===== src/rtl/mux_arb_n.sv =====
// N:1 registered multiplexer with valid/ready handshake and built-in fixed-priority or
// round-robin arbitration. Define MUX_ARB_LOCK_EN to hold the grant for a whole packet.
module mux_arb_n #(
  parameter int unsigned WIDTH = 16,
  parameter int unsigned N     = 10,
  parameter int unsigned RR    = 0
) (
  input  logic                                clk,
  input  logic                                rst_n,
  input  logic [N*WIDTH-1:0]                  in_data,
  input  logic [N-1:0]                        in_valid,
  input  logic [N-1:0]                        in_last,
  output logic [N-1:0]                        in_ready,
  output logic [WIDTH-1:0]                    out_data,
  output logic                                out_valid,
  output logic                                out_last,
  output logic [((N > 1) ? $clog2(N) : 1)-1:0] out_sel,
  input  logic                                out_ready
);

  localparam int unsigned SELW = (N > 1) ? $clog2(N) : 1;

  logic [WIDTH-1:0] out_data_q;
  logic             out_valid_q;
  logic             out_last_q;
  logic [SELW-1:0]  out_sel_q;
  logic [SELW-1:0]  ptr_q;
`ifdef MUX_ARB_LOCK_EN
  logic             lock_q;
  logic [SELW-1:0]  lock_sel_q;
`endif

  logic             load;
  logic             gnt_any;
  logic [SELW-1:0]  gnt_idx;
  logic [N-1:0]     grant;
  logic [WIDTH-1:0] sel_data;
  logic             sel_last;
  logic [SELW-1:0]  ptr_next;
  int unsigned      base;
  int unsigned      idx;

  assign load = !out_valid_q || out_ready;

  // Scan from the pointer (0 for fixed priority) upwards with wrap; first valid wins.
  always_comb begin
    gnt_any = 1'b0;
    gnt_idx = '0;
    base    = (RR != 0) ? int'(ptr_q) : 0;
    idx     = 0;
    for (int k = 0; k < int'(N); k++) begin
      idx = base + k;
      if (idx >= N) idx = idx - N;
      if (!gnt_any && in_valid[idx]) begin
        gnt_any = 1'b1;
        gnt_idx = idx[SELW-1:0];
      end
    end
`ifdef MUX_ARB_LOCK_EN
    // A locked channel owns the output even while its valid is low.
    if (lock_q) begin
      gnt_idx = lock_sel_q;
      gnt_any = 1'b0;
      for (int i = 0; i < int'(N); i++) begin
        if (SELW'(i) == lock_sel_q) gnt_any = in_valid[i];
      end
    end
`endif
  end

  always_comb begin
    grant    = '0;
    sel_data = '0;
    sel_last = 1'b0;
    for (int i = 0; i < int'(N); i++) begin
      grant[i] = gnt_any && (gnt_idx == SELW'(i));
      if (grant[i]) begin
        sel_data = in_data[i*WIDTH +: WIDTH];
        sel_last = in_last[i];
      end
    end
    ptr_next = (gnt_idx == SELW'(N - 1)) ? '0 : gnt_idx + 1'b1;
  end

  assign in_ready = (rst_n && load) ? grant : '0;

  always_ff @(posedge clk or negedge rst_n) begin
    if (!rst_n) begin
      out_data_q  <= '0;
      out_valid_q <= 1'b0;
      out_last_q  <= 1'b0;
      out_sel_q   <= '0;
      ptr_q       <= '0;
`ifdef MUX_ARB_LOCK_EN
      lock_q      <= 1'b0;
      lock_sel_q  <= '0;
`endif
    end else if (load) begin
      out_valid_q <= gnt_any;
      if (gnt_any) begin
        out_data_q <= sel_data;
        out_last_q <= sel_last;
        out_sel_q  <= gnt_idx;
`ifdef MUX_ARB_LOCK_EN
        lock_q     <= !sel_last;
        lock_sel_q <= gnt_idx;
        if (sel_last) ptr_q <= ptr_next;
`else
        ptr_q      <= ptr_next;
`endif
      end
    end
  end

  assign out_data  = out_data_q;
  assign out_valid = out_valid_q;
  assign out_last  = out_last_q;
  assign out_sel   = out_sel_q;

endmodule


===== config.mk =====
export PLATFORM = sky130hd
export DESIGN_NAME = mux_arb_n
export DESIGN_NICKNAME = d
export VERILOG_FILES = /design/src/rtl/mux_arb_n.sv
export SDC_FILE = /design/constraint.sdc
export NUM_CORES = 1
export LEC_CHECK = 0
export ABC_AREA = 0
export CORE_MARGIN = 2
export CORE_UTILIZATION = 35
export CTS_CLUSTER_DIAMETER = 100
export DETAILED_ROUTE_END_ITERATION = 10
export GPL_TIMING_DRIVEN = 0
export PLACE_DENSITY = 0.88
export SYNTH_ARGS = -nofsm -noshare
export SYNTH_HDL_FRONTEND = slang
export SYNTH_SLANG_ARGS = --single-unit

===== constraint.sdc =====
create_clock -name clk -period 2.6 [get_ports clk]
set_clock_uncertainty 0.1 [all_clocks]
set_input_delay 0.39 -clock clk [delete_from_list [all_inputs] [get_ports clk]]
set_output_delay 0.39 -clock clk [all_outputs]
set_load 0.01 [all_outputs]

# Word level (Yosys, flattened, before mapping)

Cells that the tools add are included.

Register bits: 22
Output and inout port bits: 32

Multiplexer cells: 40
Equality and inequality tests: 9
Reductions and logical operators: 33

Operator list:

| operator                                                               | number |
|---|---|
| 16-bit 2-to-1 mux                                                      | 10 |
| 4-bit 2-to-1 mux                                                       | 8 |
| 1-bit 2-to-1 mux                                                       | 21 |
| 1-bit logical AND                                                      | 20 |
| 4-bit by 3-bit equality test with 1-bit output (second input constant) | 4 |
| 1-bit zero test                                                        | 10 |
| 10-bit 2-to-1 mux                                                      | 1 |
| 4-bit by 2-bit equality test with 1-bit output (second input constant) | 2 |
| 4-bit equality test (second input constant)                            | 2 |
| 4-bit by 1-bit equality test with 1-bit output (second input constant) | 1 |
| 4-bit zero test                                                        | 1 |
| 2-bit AND reduction                                                    | 1 |
| 1-bit logical OR                                                       | 1 |

# Depth between registers and ports, before layout

Depth in word-level cells: 40
Mapped depth: 7

# Worst setup path before layout

No wires, ideal clock.

Path type: input port to output port
From: input port in_valid[2]
To: output port in_ready[9]
Path buffers: 1
Cell stages on the path: 5
Path slack: 0.407 ns
Arrival: 1.703 ns
Data required time: 2.110 ns
Cells stage by stage: or4_4 > nor3_4 > nand3b_2 > buf_2 > nor2_1

Cells in the longest elaborated chain, start to end: 26
Elaborated cells on any way between the ends: 34
Classes of those cells: eq/ne (1); mux (17); reduce/logical (16)

Ends and longest elaborated chain:

| element               | line | text |
|---|---|---|
| start, declared       | 11   | `input logic [N-1:0] in_valid,` |
| 1-bit logical AND (*) | 54   | `if (!gnt_any && in_valid[idx]) begin` |
| 1-bit 2-to-1 mux      | 54   |  |
| 1-bit zero test       | 54   |  |
| 1-bit logical AND     | 54   |  |
| 1-bit 2-to-1 mux      | 54   |  |
| 1-bit zero test       | 54   |  |
| 1-bit logical AND     | 54   |  |
| 1-bit 2-to-1 mux      | 54   |  |
| (+10 left out)        | n/a  |  |
| 1-bit logical AND     | 54   |  |
| 1-bit 2-to-1 mux      | 54   |  |
| 1-bit zero test       | 54   |  |
| 1-bit logical AND     | 54   |  |
| 4-bit 2-to-1 mux      | 54   |  |
| 4-bit equality test   | n/a  |  |
| 1-bit logical AND (*) | 76   | `grant[i] = gnt_any && (gnt_idx == SELW'(i));` |
| 10-bit 2-to-1 mux (*) | 85   | `assign in_ready = (rst_n && load) ? grant : '0;` |
| end, declared         | 13   | `output logic [N-1:0] in_ready,` |

Every way passes the cells marked *; elsewhere a longest branch is shown, timed or not.

# Worst setup path after layout

From: input port in_valid[0]
To: output port in_ready[3]

Cells in the longest elaborated chain, start to end: 31
Elaborated cells on any way between the ends: 40
Classes of those cells: eq/ne (1); mux (20); reduce/logical (19)

Ends and longest elaborated chain:

| element                                        | line |
|---|---|
| 1-bit 2-to-1 mux (*)                           | 54 |
| 1-bit zero test                                | 54 |
| 1-bit logical AND                              | 54 |
| 1-bit 2-to-1 mux                               | 54 |
| 1-bit zero test                                | 54 |
| 1-bit logical AND                              | 54 |
| 1-bit 2-to-1 mux                               | 54 |
| 1-bit zero test                                | 54 |
| (+15 left out)                                 | n/a |
| 1-bit logical AND                              | 54 |
| 1-bit 2-to-1 mux                               | 54 |
| 1-bit zero test                                | 54 |
| 1-bit logical AND                              | 54 |
| 4-bit 2-to-1 mux                               | 54 |
| 4-bit by 2-bit equality test with 1-bit output | 76 |
| 1-bit logical AND (*)                          | 76 |
| 10-bit 2-to-1 mux (*)                          | 85 |

Marked as above.

==> results.sh <==
export IMPL_grt_pass1_vias=3713
export IMPL_clock_latency_ns=0.27
export IMPL_worst_slew_pin_slew_ns=0.5651
export IMPL_die_area_um2=7782
export IMPL_crit_buf_inv=3
export IMPL_cp_top_family="buffers and inverters"
export IMPL_yosys_cell_types_count=35
export IMPL_pin_count=215
export IMPL_core_area_um2=6832
export IMPL_worstSetupEndpointType="output port"
export IMPL_cts_made_buffers=3
export IMPL_path_cells="dlygate4sd2_1 > nor2_2 > and3_4 > clkbuf_8 > and2_1 > clkdlybuf4s50_1"
export IMPL_grtUsageTotal=0.3042
export IMPL_htree_levels=1
export IMPL_synth_warnings=0
export IMPL_place_congestion=0.8681
export IMPL_final_seq_area_um2=550.5
export IMPL_rrSetupSlack_ns=0.61
export IMPL_syn_area_um2=2482
export IMPL_grt_overflow_total=0
export IMPL_clkTransAtPathRegs_ns=0.08
export IMPL_maxSlewHeadroom=0.6233
export IMPL_dr_pass1_iters=5
export IMPL_status="finished clean"
export IMPL_finalSetupViolations=0
export IMPL_holdWs_ns=0.0005483
export IMPL_critPathKind="input pin to output port"
export IMPL_cp_arrival_ns=2.06
export IMPL_fillerInstances=545
export IMPL_r2r_start="out_valid"
export IMPL_syn_area_per_cell_um2=7.638
export IMPL_crit_path_max_incr_delay_ns=0.57
export IMPL_grt_setup_unrepaired="yes"
export IMPL_crit_path_top_delay_cell="clkdlybuf4s50_1"
export IMPL_drive_above_1_share=0.1227
export IMPL_maxCapViolCount=0
export IMPL_wire_per_inst_um=19.54
export IMPL_antenna_diode_count=0
export IMPL_p_leak_nw=1.878
export IMPL_root_buffer="clkbuf_8"
export IMPL_die_w_um=88.22
export IMPL_hold_buffers=0
export IMPL_dp_slack_ns=-0.9417
export IMPL_ant_nets=0
export IMPL_port_buffers=213
export IMPL_viasPerCell=5.704
export IMPL_critPathLaunchType="input pin"
export IMPL_drc=0
export IMPL_r2r_end="out_data[3]"
export IMPL_grt_pass1_wl_mm=18.16
export IMPL_postLayoutSetupSlackWorst_ns=0.05386
export IMPL_dp_cells=634
export IMPL_synth_yosys_seq_area_share=0.2218
export IMPL_vdd_drop_max_uv=261.6
export IMPL_num_rows=30
export IMPL_hpwl_mm=9.921
export IMPL_rr_worst_depth=6
export IMPL_area_growth_pct=97.83
export IMPL_period_share=0.9793
export IMPL_min_period_ns=2.546
export IMPL_timing_fmax_mhz=392.8
export IMPL_drt_wl_total_mm=12.54
export IMPL_synth_seq_cells=22
export IMPL_hold_class="input pin to asynchronous set/reset pin"
export IMPL_hold_violations=0
export IMPL_syn_inst=325
export IMPL_first_iter_violations=164
export IMPL_slew_violations=0
export IMPL_clk_path_buf_depth=2
export IMPL_syn_num_nets=508
export IMPL_worstPathRequired_ns=2.11
export IMPL_cts_sinks=22
export IMPL_antenna_found_initial=0
export IMPL_die_y_um=88.22
export IMPL_cts_tree="built"
export IMPL_finalNetCount=730
export IMPL_instances_no_fill=642
export IMPL_powerDensity_nw_per_um2=274.8
export IMPL_cp_max_fo=10
export IMPL_via_count=3662
export IMPL_grt_max_degree=26
export IMPL_multi_input_area_um2=1824
export IMPL_initial_core_util=0.3634
export IMPL_startpoint="in_valid[0]"
-- how the worst max path moves through the flow --
stage	slack, ns	cells after the start	end
floorplan	0.41	5	in_ready[9]
global placement	-0.94	7	in_ready[9]
detailed placement	-0.94	7	in_ready[9]
CTS	-0.0000007	5	in_ready[1]
global route	-0.02	7	out_data[1]
finish	0.05	6	in_ready[3]
-- what timing repair did --
item | 4_1_cts | 5_1_grt
setup endpoints to repair | 20 | 18
pin swaps | 3 | 3
buffers inserted | 2 | 5
gates resized for setup | 38 | 16
-- cells by family (layout without fill, tap and decap cells) --
| logic type | count (synthesis) | count (layout) | synth area share |
|---|---|---|---|
| and+or+nand+nor | 120 | 120 | 0.2389 |
| buffers and inverters | 36 | 257 | 0.06199 |
| AOI/OAI and AO/OA | 147 | 147 | 0.4773 |
| DFF | 22 | 22 | 0.2218 |
-- area by class of cell --
type / instances / share of cell area
well taps: 96 / 0.02446
multi-input cells: 267 / 0.3715
repair buffers: 220 / 0.4428
inverters: 5 / 0.004586
plain buffers: 28 / 0.03338
flip-flops and latches: 22 / 0.1121
clock buffers: 4 / 0.01121
-- sequential cells by signal, summed over array words and instances, names as in the netlist --
register,flops
out_sel,4
out_data,16
out_last,1
out_valid,1
-- Yosys cell counts --
cell type	number	area share
nor2_1	59	0.089
dfrtp_1	22	0.22
nand2_1	20	0.030
o21ai_0	20	0.040
a21oi_1	19	0.038
clkbuf_1	18	0.027
nand2b_1	18	0.045
o211ai_1	18	0.054
a211oi_1	17	0.051
a221oi_2	17	0.10
a22oi_1	17	0.051
o221ai_1	17	0.060
a22o_1	16	0.056
buf_2	12	0.024
and3_1	4	0.010
inv_1	4	0.0060
and2_1	3	0.0076
nor3_1	3	0.0060
nand3_1	2	0.0040
nor2b_1	2	0.0050
nor3_4	2	0.013
or2_2	2	0.0050
a221o_1	1	0.0040
a31oi_1	1	0.0025
buf_4	1	0.0030
clkinv_1	1	0.0015
nand3b_2	1	0.0045
nor3b_1	1	0.0030
nor4_4	1	0.0086
o211a_1	1	0.0040
o221a_2	1	0.0045
o22a_1	1	0.0035
o311ai_0	1	0.0035
or3_1	1	0.0025
or4_4	1	0.0045
-- cells in the final DEF, fill, tap and decap left out, drive strengths merged, types with 2 or more instances in the layout --
cell type | Yosys | layout
nand2 | 20 | 20
clkbuf | 18 | 23
dfrtp | 22 | 22
o211ai | 18 | 18
o221ai | 17 | 17
a221oi | 17 | 17
dlymetal6s2s | 0 | 2
nor2 | 59 | 59
inv | 4 | 4
nand2b | 18 | 18
o21ai | 20 | 20
a211oi | 17 | 17
a21oi | 19 | 19
nand3 | 2 | 2
nor2b | 2 | 2
clkdlybuf4s15 | 0 | 2
and2 | 3 | 3
clkdlybuf4s50 | 0 | 202
a22o | 16 | 16
or2 | 2 | 2
a22oi | 17 | 17
nor3 | 5 | 5
and3 | 4 | 4
dlygate4sd2 | 0 | 4
buf | 13 | 19
-- stage by stage --
stage          utilization  TNS [ns]  instance area, um2  power, mW
6_report            0.7189         0                4911      1.350
5_1_grt             0.7189  -0.03422                4911      1.411
4_1_cts             0.7121         0                4865      1.338
3_5_place_dp        0.6930    -13.48                4735      1.084
3_3_place_gp        0.6930    -12.49                4735      1.071
2_1_floorplan            -         0                2482     0.6445
-- power breakdown --
part / switching (mW) / internal [mW] / leakage [nW]
Clock: 0.119 / 0.135 / 0.0288
Sequential: 0.0241 / 0.379 / 0.254
Combinational: 0.270 / 0.422 / 1.60
-- layer usage --
metal | part of all wire | global-route usage
met1 | 0.37 | 0.3328
met2 | 0.49 | 0.5537
met3 | 0.10 | 0.07743
met4 | 0.043 | 0.1322
met5 | 0 | 0
Power figures use the tool's default switching activity.
==> edit 1: new RTL, config.mk and constraints unchanged <==
Add a define of `MUX_ARB_LOCK_EN`.
--- a/src/rtl/mux_arb_n.sv
+++ b/src/rtl/mux_arb_n.sv
@@ -1,5 +1,7 @@
 // N:1 registered multiplexer with valid/ready handshake and built-in fixed-priority or
 // round-robin arbitration. Define MUX_ARB_LOCK_EN to hold the grant for a whole packet.
+`define MUX_ARB_LOCK_EN
+
 module mux_arb_n #(
   parameter int unsigned WIDTH = 16,
   parameter int unsigned N     = 10,
Formal check against the unedited RTL: not equivalent (Yosys sat finds a counterexample within 4 cycles, from zero or initial values and one cycle with rst_n low).
==> edit 1 against the unedited design <==
The flow now finishes with violations (negative hold slack, negative setup slack); cell area grew 22%; maximum frequency shrank 6.6%; setup slack lost 180 ps; critical endpoint is now lock_q; area after synthesis grew 18%; wire length grew 41%; critical path type is now reg -> reg; highest routed layer unchanged; sequential cell count grew 1; die area grew 17%.
Power is left out: it rests on default switching activity, and per cell area and clock period it moved more than threefold.
==> edit 1: results (changes against the unedited design) <==
| Metric | Value |
|---|---|
| Worst EP arrival | 2790 ps (was 2060 ps) |
| Synth cell count leaders | nand2_1 (47), a21oi_1 (42), o21ai_0 (39) (was nor2_1 (59), dfrtp_1 (22), nand2_1 (20), o21ai_0 (20), a21oi_1 (19)) |
| WHS | -10.3 ps (was 0.548 ps) |
| Crit-path slowest cell | mux4_2 (was clkdlybuf4s50_1) |
| Outcome | finished with violations (was finished, final reports clean) |
| Mapped Nets | 595 (was 508) |
| Grt met1 use | 40.4% (was 33.3%) |
| GR Util met2 | 60.7% (was 55.4%) |
| Max-slew headroom | 47.2% (was 62.3%) |
| Complex-gate fraction of the synthesized area | 40.7% (was 47.7%) |
| Largest net degree at the start of global routing | 25 (was 26) |
| Fin cells | 769 (was 642) |
| Synth top area cells | dfrtp_1 (20%), a21oi_1 (7.2%), o21ai_0 (6.6%), nand2_1 (6.0%), a31oi_1 (3.8%) (was dfrtp_1 (22%), a221oi_2 (10%), nor2_1 (8.9%), o221ai_1 (6.0%), a22o_1 (5.6%)) |
| Failing checks | negative hold slack, negative setup slack |
| GRT Total Usage | 34.7% (was 30.4%) |
| Share of layout cells above drive strength 1 | 22.9% (was 12.3%) |
| M1 WL | 6040 um (was 4600 um) |
| WL/cell | 23.0 um (was 19.5 um) |
| Final hold vios | 10 (was 0) |
| Post-Place Worst Slack | -1130 ps (was -942 ps) |
| # setup viols final | 13 (was 0) |
| Post-synthesis mux area share | 7.41% (was 0%) |
| CP peak stage delay | 540 ps (was 570 ps) |
| Number of DRC markers in iteration 0 | 458 (was 164) |
| Crit path launch | lock_sel_q[0] (was in_valid[0]) |
| Vias in the first global route | 4710 (was 3713) |
| Fin worst setup slack | -125 ps (was 53.9 ps) |
| Drt pass-1 iters | 8 (was 5) |
| First-pass GRT wire length | 24200 um (was 18200 um) |
==> edit 1: cell count changes in the layout (fill, tap and decap cells not counted), sizes merged, moves of 21 or more <==
cell | unedited run | this run
a21oi | 19 | 42
buf | 19 | 64
nand2 | 20 | 47
nor2 | 59 | 30
o21ai | 20 | 41
==> edit 1: kinds of logic (layout without fill, tap and decap cells) <==
family	count (synthesis)	count (layout)
AO/OA/AOI/OAI	179	179
buffers and inverters	42	293
flip-flops	23	23
multiplexers	18	18
AND/OR/NAND/NOR	150	151
==> edit 1: final cells by class <==
type                       instances  area [um^2]  area share [%]
sequential                        23          579            9.66
tap                              105          131            2.19
timing repair buffer             249         2380            39.8
inverter                           5         18.8           0.313
multi-input combinational        348         2540            42.4
buffer                            35          295            4.92
clock buffer                       4         45.0           0.751
==> edit 1: what timing repair did <==
| action | CTS | global route |
|---|---|---|
| setup buffers | 20 | 13 |
| pin swaps | 9 | 16 |
| resized for setup | 133 | 98 |
| cloned | 0 | 3 |
| endpoints found under the setup margin | 31 | 31 |
==> edit 2: new RTL, same flow settings <==
Without the edit above. Reset style: synchronous (`rst_n`), changed in one clocked block.
--- a/src/rtl/mux_arb_n.sv
+++ b/src/rtl/mux_arb_n.sv
@@ -84,7 +84,7 @@
 
   assign in_ready = (rst_n && load) ? grant : '0;
 
-  always_ff @(posedge clk or negedge rst_n) begin
+  always_ff @(posedge clk) begin
     if (!rst_n) begin
       out_data_q  <= '0;
       out_valid_q <= 1'b0;
Formal check against the unedited RTL: differs if rst_n is asserted again (counterexample within 4 cycles, from zero or initial values and one cycle with rst_n low); with rst_n held inactive, the same outputs for 10 cycles.
==> edit 2 against the unedited design <==
Die area down 3.7%; hold slack better by 400 ps; cell area fell by 2.2%; sequential power down 5.0%; setup slack gained 15 ps; critical path depth unchanged; global-route usage rose by 3.4 points; sequential cell count unchanged; cell count fell by 3.7%; synthesized cell count is 1.5% lower; power fell by 0.52%; wire length is 6.4% higher; count of clock-buffer cells in the layout unchanged; area after synthesis is 3.9% lower; largest cell class unchanged.
==> edit 2: results (changes against the unedited design) <==
| Metric | Value |
|---|---|
| Outcome | finished, final reports clean (unchanged) |
| Final Slew Violations | 0 (unchanged) |
| Hold depth | 1 |
| Worst IR Drop VDD | 188 uV (was 262 uV) |
| Reg-to-Reg End | out_data[10] (was out_data[3]) |
| Crit-path slowest cell | clkdlybuf4s50_1 (unchanged) |
| Mapped Nets | 503 (was 508) |
| Setup Buffers After CTS | 3 (was 2) |
| Count of mapped cells out of synthesis | 320 (was 325) |
| Vias in the first global route | 3910 (was 3713) |
| Number of DRC markers in iteration 0 | 263 (was 164) |
| First-pass GRT wire length | 19600 um (was 18200 um) |
| Drt pass-1 iters | 7 (was 5) |
| Fin crit share | 97.3% (was 97.9%) |
| Post-Route WL | 13300 um (was 12500 um) |
| Placed Instances | 611 (was 634) |
| R2R depth | 5 (was 6) |
| Post-Place Worst Slack | -644 ps (was -942 ps) |
| Reg2reg start | out_valid (unchanged) |
| Via density | 6.25 (was 5.70) |
| CP peak stage delay | 530 ps (was 570 ps) |
| H-tree levels | 1 (unchanged) |
| Dpl cell area | 4600 um^2 (was 4730 um^2) |
| Share of layout cells above drive strength 1 | 8.01% (was 12.3%) |
| CTS clk-pin slew, worst paths | about 90 ps |
| FF-to-FF setup slack | 840 ps (was 610 ps) |
| WL/cell | 21.6 um (was 19.5 um) |
| Port bufs | 211 (was 213) |
| Synth cell count leaders | a21oi_1 (34), a221o_1 (32), nor2_1 (25), o21ai_0 (25), dfxtp_1 (22) (was nor2_1 (59), dfrtp_1 (22), nand2_1 (20), o21ai_0 (20), a21oi_1 (19)) |
| Top-count cell post-synth | a21oi_1 (was nor2_1) |
| Clk_lat worst skew | 270 ps (about the same) |
| Register area share after synthesis | 18.5% (was 22.2%) |
| Async set or reset register ratio after synthesis | 0% (was 100%) |
| Netlist cell types | 38 (was 35) |
| Crit path launch | out_ready (was in_valid[0]) |
| Largest net degree at the start of global routing | 20 (was 26) |
| Slew @ Worst Pin | 649 ps (was 565 ps) |
| Fill count | 551 (was 545) |
| CP Max Fanout | 10 (unchanged) |
| Worst min-delay path category | reg -> reg (was in -> async) |
| Synth top area cells | dfxtp_1 (18%), a221o_1 (13%), a21oi_1 (7.1%), a22oi_1 (5.3%), o21ai_0 (5.2%) (was dfrtp_1 (22%), a221oi_2 (10%), nor2_1 (8.9%), o221ai_1 (6.0%), a22o_1 (5.6%)) |
| Yosys Warn Count | 0 (unchanged) |
| Clock buffer count from CTS | 3 (unchanged) |
| CTS resizes | 40 (was 38) |
| Critical Path Sink | in_ready[3] (unchanged) |
| GRT Total Usage | 33.8% (was 30.4%) |
| HPWL Detailed | 10300 um (was 9920 um) |
| Initial antenna violation count | 1 (was 0) |
| Final net count | 721 (was 730) |
| GP Congestion | 0.894 (was 0.868) |
| Leak Pwr | 1.84 nW (was 1.88 nW) |
-- edit 2: worst reg2reg max path: stages (launching register included) --
cell and delay [ps]:
dfxtp_1 370, nor2b_1 190, a31oi_4 300, nor2b_4 110, buf_4 210, a221o_1 370
-- edit 2: power by group --
part	leakage (nW)	internal [mW]	switching [mW]	total, mW
clock	0.0288	0.136	0.141	0.277
sequential	0.183	0.365	0.0173	0.383
combinational	1.63	0.417	0.267	0.683
-- edit 2: worst min-delay path by stage --
stage	slack (ps)	startpoint	end
3_5_place_dp	370	out_data[2]	out_data[2]
4_1_cts	400	out_data[2]	out_data[2]
3_3_place_gp	370	out_data[0]	out_data[0]
2_1_floorplan	420	out_sel[2]	out_sel[2]
5_1_grt	410	out_data[3]	out_data[3]
6_report	400	out_data[0]	out_data[0]
-- edit 2: cells by family after synthesis --
family                 share of synthesized area (%)
and+or+nand+nor                                 15.6
AOI/OAI and AO/OA                               56.6
muxes                                          0.420
buffers and inverters                           8.91
DFF                                             18.5
-- edit 2: final cells by class --
| type | count | area (um^2) | area share (%) |
|---|---|---|---|
| flip-flops and latches | 22 | 440 | 9.17 |
| multi-input cells | 255 | 1790 | 37.3 |
| clock buffers | 4 | 55.1 | 1.15 |
| diodes | 1 | 2.50 | 0.0521 |
| repair buffers | 214 | 2130 | 44.5 |
| plain buffers | 38 | 262 | 5.45 |
| inverters | 4 | 15.0 | 0.313 |
| well taps | 80 | 100 | 2.08 |
-- edit 2: routing by layer --
layer / up-vias / GRT usage [%] / share of wire (%)
li1: 1744 / - / -
met1: 1803 / 38.5 / 37
met2: 281 / 59.6 / 49
met3: 33 / 7.71 / 10
met4: 0 / 15.9 / 3.5
met5: - / 0 / 0
